### src/rtl/tx_sched_pkg.sv
// Shared types and constants for the TX huge-page scheduler.
// One-hot FSM encoding plus datapath widths.
package tx_sched_pkg;

  localparam int QW_PER_4K = 512;
  localparam int RD_LEN_W  = 10;
  localparam int PAGE_QW_W = 32;

  typedef enum logic [6:0] {
    S_IDLE  = 7'b0000001,
    S_LATCH = 7'b0000010,
    S_REQ   = 7'b0000100,
    S_WAIT  = 7'b0001000,
    S_HOLD  = 7'b0010000,
    S_FREE  = 7'b0100000,
    S_CPL   = 7'b1000000
  } state_t;

endpackage

### src/rtl/tx_rd_chunk_calc.sv
// Read chunk length: min of remaining qwords, max read size
// and the qwords left before the next 4 KB boundary.
module tx_rd_chunk_calc
  import tx_sched_pkg::*;
#(
  parameter int MAX_RD_QW = 64
) (
  input  logic [8:0]           i_addr_qw,
  input  logic [PAGE_QW_W-1:0] i_rem,
  output logic [RD_LEN_W-1:0]  o_chunk
);

  localparam logic [RD_LEN_W-1:0] MAXQ =
    RD_LEN_W'(MAX_RD_QW);

  logic [RD_LEN_W-1:0] w_room;
  logic [RD_LEN_W-1:0] w_lim;

  always_comb begin
    w_room  = RD_LEN_W'(QW_PER_4K)
            - {1'b0, i_addr_qw};
    w_lim   = (w_room < MAXQ) ? w_room : MAXQ;
    o_chunk = w_lim;
    if (i_rem < {22'd0, w_lim})
      o_chunk = i_rem[RD_LEN_W-1:0];
  end

endmodule

### src/rtl/tx_huge_page_scheduler.sv
// Ping-pong TX DMA read sequencer over two host huge pages:
// chunked reads, free pulse, then completion-write request.
module tx_huge_page_scheduler
  import tx_sched_pkg::*;
#(
  parameter int MAX_RD_QW = 64
) (
  input  logic                 trn_clk,
  input  logic                 reset_n,
  input  logic                 tx_enable,
  input  logic [63:0]          huge_page_addr_1,
  input  logic [63:0]          huge_page_addr_2,
  input  logic [PAGE_QW_W-1:0] huge_page_qwords_1,
  input  logic [PAGE_QW_W-1:0] huge_page_qwords_2,
  input  logic                 huge_page_status_1,
  input  logic                 huge_page_status_2,
  output logic                 huge_page_free_1,
  output logic                 huge_page_free_2,
  output logic                 rd_req,
  output logic [63:0]          rd_addr,
  output logic [RD_LEN_W-1:0]  rd_qwords,
  input  logic                 rd_ack,
  input  logic                 rd_done,
  output logic                 cpl_req,
  output logic                 cpl_page,
  output logic [PAGE_QW_W-1:0] cpl_qwords,
  input  logic                 cpl_ack,
  output logic                 cur_page,
  output logic                 busy
);

  state_t                r_state;
  state_t                w_next;
  logic [63:0]           r_addr;
  logic [PAGE_QW_W-1:0]  r_rem;
  logic [PAGE_QW_W-1:0]  r_len;
  logic                  r_page;
  logic [63:0]           r_rd_addr;
  logic [RD_LEN_W-1:0]   r_rd_qw;
  logic [RD_LEN_W-1:0]   w_chunk;
  logic                  w_status;
  logic                  w_to_req;
  logic [63:0]           w_sel_addr;
  logic [PAGE_QW_W-1:0]  w_sel_qw;

  tx_rd_chunk_calc #(
    .MAX_RD_QW (MAX_RD_QW)
  ) u_chunk (
    .i_addr_qw (r_addr[11:3]),
    .i_rem     (r_rem),
    .o_chunk   (w_chunk)
  );

  assign w_status   = r_page ? huge_page_status_2
                             : huge_page_status_1;
  assign w_sel_addr = r_page ? huge_page_addr_2
                             : huge_page_addr_1;
  assign w_sel_qw   = r_page ? huge_page_qwords_2
                             : huge_page_qwords_1;

  always_comb begin
    w_next = r_state;
    unique case (1'b1)
      (r_state == S_IDLE):
        if (tx_enable && w_status) w_next = S_LATCH;
      (r_state == S_LATCH):
        w_next = (r_rem == '0) ? S_FREE : S_REQ;
      (r_state == S_REQ):
        if (rd_ack) w_next = S_WAIT;
      (r_state == S_WAIT):
        if (rd_done) begin
          if (r_rem == '0)    w_next = S_FREE;
          else if (tx_enable) w_next = S_REQ;
          else                w_next = S_HOLD;
        end
      (r_state == S_HOLD):
        if (tx_enable) w_next = S_REQ;
      (r_state == S_FREE):
        w_next = S_CPL;
      (r_state == S_CPL):
        if (cpl_ack) w_next = S_IDLE;
      default:
        w_next = S_IDLE;
    endcase
  end

  assign w_to_req = (w_next == S_REQ)
                 && (r_state != S_REQ);

  always_ff @(posedge trn_clk or negedge reset_n) begin
    if (!reset_n) begin
      r_state   <= S_IDLE;
      r_addr    <= '0;
      r_rem     <= '0;
      r_len     <= '0;
      r_page    <= 1'b0;
      r_rd_addr <= '0;
      r_rd_qw   <= '0;
    end else begin
      r_state <= w_next;
      if (r_state == S_IDLE && w_next == S_LATCH) begin
        r_addr <= {w_sel_addr[63:3], 3'b000};
        r_rem  <= w_sel_qw;
        r_len  <= w_sel_qw;
      end
      if (r_state == S_REQ && rd_ack) begin
        r_addr <= r_addr + {51'd0, w_chunk, 3'b000};
        r_rem  <= r_rem - {22'd0, w_chunk};
      end
      // Request fields freeze on entry so they stay stable until ack.
      if (w_to_req) begin
        r_rd_addr <= r_addr;
        r_rd_qw   <= w_chunk;
      end
      if (r_state == S_CPL && cpl_ack)
        r_page <= ~r_page;
    end
  end

  assign rd_req           = (r_state == S_REQ);
  assign rd_addr          = r_rd_addr;
  assign rd_qwords        = r_rd_qw;
  assign huge_page_free_1 = (r_state == S_FREE) && !r_page;
  assign huge_page_free_2 = (r_state == S_FREE) &&  r_page;
  assign cpl_req          = (r_state == S_CPL);
  assign cpl_page         = r_page;
  assign cpl_qwords       = r_len;
  assign cur_page         = r_page;
  assign busy             = (r_state != S_IDLE);

endmodule
### config.mk
export PLATFORM = sky130hd
export DESIGN_NAME = tx_huge_page_scheduler
export DESIGN_NICKNAME = d
export VERILOG_FILES = /design/src/rtl/tx_sched_pkg.sv /design/src/rtl/tx_rd_chunk_calc.sv /design/src/rtl/tx_huge_page_scheduler.sv
export SDC_FILE = /design/constraint.sdc
export NUM_CORES = 1
export LEC_CHECK = 0
export BUFFER_PORTS_ARGS = -buffer_cell sky130_fd_sc_hd__buf_2
export CORE_UTILIZATION = 35
export DETAILED_ROUTE_END_ITERATION = 16
export HOLD_SLACK_MARGIN = 0.08
export PLACE_DENSITY_LB_ADDON = 0.2
export RECOVER_POWER = 25
export SYNTH_ARGS = -nofsm -noshare
export SYNTH_HDL_FRONTEND = slang
export SYNTH_SLANG_ARGS = --single-unit
### constraint.sdc
create_clock -name trn_clk -period 5.8 [get_ports trn_clk]
set_input_delay 0.58 -clock trn_clk [delete_from_list [all_inputs] [get_ports trn_clk]]
set_output_delay 0.58 -clock trn_clk [all_outputs]
set_load 0.01 [all_outputs]
Word level (Yosys, flattened, before mapping) --
Index checks and enable logic that the tools add are counted.
Word-level totals: bits in registers 210, input bits 200, output and inout port bits 113, logic and storage cells 52
Cells by class: $add $sub $neg 3, $lt $le $gt $ge 2, equality and inequality tests 11, muxes and demuxes 18, bitwise operators 1, reduce and logical (&&, ||, !) cells 10
Operators by type and width (count):
- two-way mux 64 bit | 3
- two-way mux 32 bit | 3
- adder 64 x 13 -> 64 bit | 1
- case mux 7 bit (7 select lines) | 1
- two-way mux 7 bit | 5
- zero test 32 bit | 1
- < comparator 32 x 10 -> 1 bit | 1
- subtractor 32 x 10 -> 32 bit | 1
- two-way mux 10 bit | 2
- == test 7 x 2 -> 1 bit (second input constant) | 2
- == test 7 x 3 -> 1 bit (second input constant) | 2
- two-way mux 6 bit | 2
- < comparator 10 x 7 -> 1 bit (second input constant) | 1
- subtractor 10 x 9 -> 10 bit (first input constant) | 1
- == test 7 x 1 -> 1 bit (second input constant) | 1
- == test 7 x 4 -> 1 bit (second input constant) | 1
- == test 7 x 5 -> 1 bit (second input constant) | 1
- == test 7 x 6 -> 1 bit (second input constant) | 1
- == test 7 bit (second input constant) | 1
- logical AND 1 bit | 7
- inequality test 7 x 1 -> 1 bit (second input constant) | 1
- inequality test 7 x 3 -> 1 bit (second input constant) | 1
- two-way mux 5 bit | 1
- nonzero test 2 bit | 1
- 3 further kinds | 3

Logic depth before layout (Yosys ltp) --
word-level depth 8, mapped depth 24, depth with buffers taken out 22

Modules after synthesis --
A second synthesis with hierarchy kept.
Unflattened totals: cells, all modules 1236, area total of the unflattened synthesis 12187.9 um2
Modules (own cells, without submodules):
- tx_huge_page_scheduler | instances 1, cells each 1159, area each 11618.6 um2, seq. area each 5106.1 um2
- tx_rd_chunk_calc | instances 1, cells each 77, area each 569.3 um2, seq. area each 0.0 um2

Least setup slack after synthesis --
No wires, ideal clock.
path type reg2reg, from reg r_addr[4], to reg r_addr[41], library setup time 0.152 ns, data arrival time 5.789 ns, data required time 5.648 ns, setup slack -0.141 ns, stages on the path, launching flop included 23, path buffers 2, period minus slack after synthesis 5.941 ns, cells stage by stage dfrtp_1 -> inv_1 -> ha_1 -> or3b_1 -> or4_1 -> a21oi_1 -> and2_1 -> inv_1 -> ha_1 -> a21oi_1 -> o21ai_0 -> a221o_1 -> nor3b_2 -> buf_2 -> mux2_2 -> ha_1 -> nor2b_1 -> o31a_1 -> o311ai_1 -> clkbuf_1 -> a21oi_1 -> a311oi_1 -> a211oi_1
On the way: word-level cells in the longest chain between the ends 7
Ends and longest elaborated chain:
- start, declared | RTL line tx_huge_page_scheduler.sv:34 | logic [63:0] r_addr;
- start signal, assigned | RTL line tx_huge_page_scheduler.sv:102 | r_addr <= {w_sel_addr[63:3], 3'b000};
- start signal, assigned | RTL line tx_huge_page_scheduler.sv:107 | r_addr <= r_addr + {51'd0, w_chunk, 3'b000};
- subtractor 10 x 9 -> 10 bit (*) | RTL line tx_rd_chunk_calc.sv:21 | - {1'b0, i_addr_qw};
- < comparator 10 x 7 -> 1 bit | RTL line tx_rd_chunk_calc.sv:22 | w_lim = (w_room < MAXQ) ? w_room : MAXQ;
- two-way mux 10 bit (*) | RTL line tx_rd_chunk_calc.sv:22
- < comparator 32 x 10 -> 1 bit | RTL line tx_rd_chunk_calc.sv:24 | if (i_rem < {22'd0, w_lim})
- two-way mux 10 bit (*) | RTL line tx_rd_chunk_calc.sv:24
- via u_chunk.o_chunk[2] | RTL line tx_rd_chunk_calc.sv:10 | output logic [RD_LEN_W-1:0] o_chunk
- adder 64 x 13 -> 64 bit (*) | RTL line tx_huge_page_scheduler.sv:107
- two-way mux 64 bit (*) | RTL line tx_huge_page_scheduler.sv:106 | if (r_state == S_REQ && rd_ack) begin
Mark *: on every way through the listed nets, which the timed path passes. The rest lies on a longest branch. A chain may end at the register's enable or synchronous reset.

Worst setup path after layout --
from reg r_addr[4], to reg r_addr[25]
The elaborated chain is that of the path after synthesis.

==> results.md <==
Run status:
- The flow ran to the end, but the final reports show violations.
- The checks that failed: slew limit.

Placed design:
- The number of I/O port buffers is 303.
- The half-perimeter wire length after placement is roughly 28 mm.
- The setup slack after placement is -0.252 ns.
- The number of instances in the placed design is roughly 2000.
- The post-detailed-placement cell area is roughly 15000 um^2.
- At the end of routability-driven placement, the weighted congestion stood at slightly below 0.9.

STA:
- The number of failing hold endpoints at the final stage was 0.
- The total count of max-transition violations in the final report is 14.
- The worst clock skew is about 0.025 ns.
- The period utilization is 97.8%.
- The summed negative setup slack over all endpoints is 0 ns.
- At the pin with the least slew margin, the transition time is between 1.5 and 2 ns.
- The remaining max-slew budget at the tightest pin is -19.4%.
- The post-route worst setup slack is 0.129 ns.
- The minimum period implied by the final worst setup slack is 5.67 ns.
- The fmax is roughly 180 MHz.
- Setup violations remaining at the end of the flow were counted as 0.

Synth:
- The number of library cell types mapped by synthesis is 81.
- The most used flip-flop cell after synthesis is dfrtp_1.
- The number of flops mapped to enable cells by yosys is 0.
- The fraction of the yosys area taken by sequential cells is roughly two fifths.
- The proportion of synthesized flip-flops having asynchronous set or reset is 100%.
- The cell area after synthesis is ~13000 um^2.
- The total of flip-flops plus latches after synthesis is 204.
- A synthesized cell averages 10.1 um^2.
- The number of warnings printed during yosys synthesis is 0.
- The cell count after synthesis came out at 1232.

Setup path:
- The data arrival time of the worst path is between 6 and 7 ns.
- The required time of the critical path is 6.20 ns.
- The worst setup path is launched from a flop.
- The critical path in this run is classified as flop to flop.
- The largest fanout on the critical path is 6.
- The element type at the critical path end is a flop.

Die:
- The die is approximately 190 um wide.
- The die is 191 um tall.
- Once the floorplan was initialized, standard cells occupied a little over a third of the core.
- The floorplan row count is between 60 and 70.
- The floorplan step defined a core boundary enclosing 34900 um^2.
- In this run the count of I/O pins placed on the die edge is between 300 and 400.
- The floorplan step defined a die boundary enclosing 36500 um^2.

Detailed routing:
- Once detail routing completed, the nets flagged for antenna violations numbered 0.
- The average wire per standard cell is approximately 19 um.
- The detailed router's first-iteration violation count is 550.
- In the routed design, unresolved DRC markers number 0.
- The pre-antenna-repair detailed-routing pass consisted of 4 iterations.
- The final wirelength is around 40 mm.
- After detailed routing, the number of vias per cell comes to approximately 5.4.
- The via total after detailed routing is ~11000.

Global routing:
- Entering global routing, the biggest net connects 79 pins.
- The total overflow left after global routing is 0.
- The number of antenna violations at the first check in global routing came to 1.
- The first global-routing pass estimated ~60 mm of wire.
- The total global-route track usage is between 20% and 30%.
- The number of global-route vias before repair is around 11000.

Clock network:
- Counting along the longest clock path gives a buffer depth of 3.
- The H-tree depth reported by CTS is 1.
- The number of buffers created by CTS is 25.
- Clock-pin slew was measured on the worst setup and hold paths at approximately 0.06 ns.
- The later pin in the worst-skew pair is clocked with a latency of between 0.5 and 0.6 ns.
- The total clock sinks is around 200.
- The cell sitting at the root of the clock tree is a clkbuf_16.
- TritonCTS built the clock tree.

Final layout:
- The final net count is roughly 1800.
- Leaving out fill and tap cells, the most frequent cells in the layout are 249 x buf_2, 202 x dfrtp_1, 95 x nand2_1, 79 x buf_4, 68 x mux2_4.
- The number of standard cells in the layout, taps in and fillers out is 2049.
- The library cell used most frequently in the layout, excluding fill and tap cells, is buf_2.
- The finished layout cell area is between 15000 and 20000 um^2.
- The filler cells instantiated in the layout total ~3400.
- In the final layout, the share of cells above drive strength 1 is ~34%.
- From synthesis to final layout, the design area changed by 27.9%.
- The number of antenna diodes is 0.

Flow run:
- The tool flagged a number of max-cap violations equal to 0.

Pwr:
- The standby leakage power is about 7.0 nW.
- The total power density per cell area is 387 nW/um^2.
- The worst IR drop on VDD is 0.195 mV.

Hold path:
- The worst hold-check path type is primary input to flop.
[kinds of logic (layout without fill, tap and decap cells)]
logic type / count (synthesis) / in the layout / synth area share, %
other: 2 / 8 / 0.0601
buffers and inverters: 114 / 470 / 4.48
adders and majority gates: 30 / 30 / 3.12
muxes: 152 / 152 / 15.2
xor gates and xnor gates: 27 / 27 / 1.89
DFF: 204 / 204 / 40.8
and+or+nand+nor: 386 / 386 / 16.6
AOI/OAI and AO/OA: 317 / 317 / 17.8
[power breakdown]
part           switching [mW]  leakage (nW)  internal (mW)  total (mW)
Clock                   0.630         0.394          0.929        1.56
Sequential              0.442          2.40           1.87        2.31
Combinational            1.13          4.23           1.19        2.32
Total                    2.20          7.03           4.00        6.19
[stage by stage]
| step | hold WS (ns) | power (mW) | util (%) |
|---|---|---|---|
| after floorplan | 0.284 | 3.58 | - |
| after global placement | 0.455 | 4.48 | 42.4 |
| after detailed placement | 0.459 | 4.52 | 42.4 |
| after CTS | 0.240 | 6.15 | 45.1 |
| after global routing | 0.256 | 6.58 | 45.8 |
| final | 0.248 | 6.19 | 45.8 |
[synthesized netlist by cell type, types with 4 or more instances]
master	count	area (um^2)
nor2_1	65	244
xnor2_1	19	166
a21oi_1	59	295
buf_12	6	120
buf_2	7	35.0
o21a_1	20	150
o21ai_0	38	190
and4_1	17	149
or3_1	5	31.3
and3_1	18	113
buf_1	13	48.8
a311oi_1	23	201
buf_4	4	30.0
nor4_1	15	93.8
ha_1	28	350
a2111oi_0	8	70.1
a21o_1	20	150
o31ai_1	6	45.0
nand3_1	29	145
a221o_1	5	50.1
o311ai_0	7	61.3
clkbuf_1	49	184
or4_1	4	30.0
nand4_1	24	150
o31a_1	4	35.0
nand2_1	95	357
nor2b_1	23	144
nor3_1	40	200
a211oi_1	57	428
o211ai_1	20	150
mux2_4	67	1010
inv_1	33	124
xor2_1	8	70.1
dfrtp_1	203	5080
mux2i_1	52	521
mux2_2	33	372
and2_1	18	113
o22ai_1	18	113
a21boi_0	4	30.0
o221ai_1	4	35.0
a31oi_1	5	31.3
[per-layer routing]
metal | routed length [um] | vias to the layer above | track usage [%]
met5 | 10 | - | 0
met4 | 699 | 2 | 4.68
met3 | 1790 | 46 | 2.66
met2 | 18400 | 324 | 34.6
met1 | 18400 | 5450 | 29.0
li1 | - | 5339 | -
[timing repair]
| item | in CTS | in global routing |
|---|---|---|
| setup endpoints to repair | 42 | 67 |
| pin swaps | 6 | 22 |
| hold buffers | 1 | 0 |
| hold endpoints to repair | 26 | 0 |
| setup buffers | 2 | 11 |
| resized for setup | 22 | 49 |
| cloned | 1 | 1 |
[final timing paths]
path / startpoint / endpoint / slack [ns] / cells past startpoint
min reg2reg: cpl_qwords[2] / cpl_qwords[2] / 0.48 / 1
max in group asynchronous: reset_n / cpl_qwords[22] / 3.72 / 3
max: r_addr[4] / r_addr[25] / 0.13 / 24
min: cpl_ack / r_state[6] / 0.25 / 2
max reg2reg: r_addr[4] / r_addr[25] / 0.13 / 24
min in group asynchronous: reset_n / r_state[1] / 0.60 / 2
[flip-flops by register name (all words and copies together) (netlist names)]
name,cells
rd_qwords,10
r_rem,32
cpl_page,1
r_state,7
r_addr,61
rd_addr,61
cpl_qwords,32
[worst max-delay path: stages (launching register included)]
cell and delay (ns):
dfrtp_1 0.39, inv_2 0.09, ha_4 0.14, or3b_4 0.38, or4_4 0.50, a21oi_4 0.19
buf_6 0.12, and2_4 0.13, inv_2 0.04, ha_4 0.22, and3_4 0.16, a221o_1 0.38
nor3b_4 0.29, mux2i_2 0.30, ha_2 0.23, inv_2 0.04, fa_2 0.41, nor2b_2 0.15
o31a_1 0.21, o311ai_4 0.16, buf_12 0.17, buf_4 0.13, a21oi_4 0.25, a311oi_2 0.14
a311o_1 0.30
[layout make-up]
cell class | instances | area, um^2 | share of cell area, %
Timing Repair Buffer | 392 | 2190 | 13.7
Sequential cell | 204 | 5110 | 32.0
Clock buffer | 33 | 696 | 4.35
Multi-Input combinational cell | 920 | 7180 | 44.9
Clock inverter | 11 | 116 | 0.728
Inverter | 34 | 129 | 0.806
Tap cell | 455 | 569 | 3.56
(Power assumes the default switching activity.)
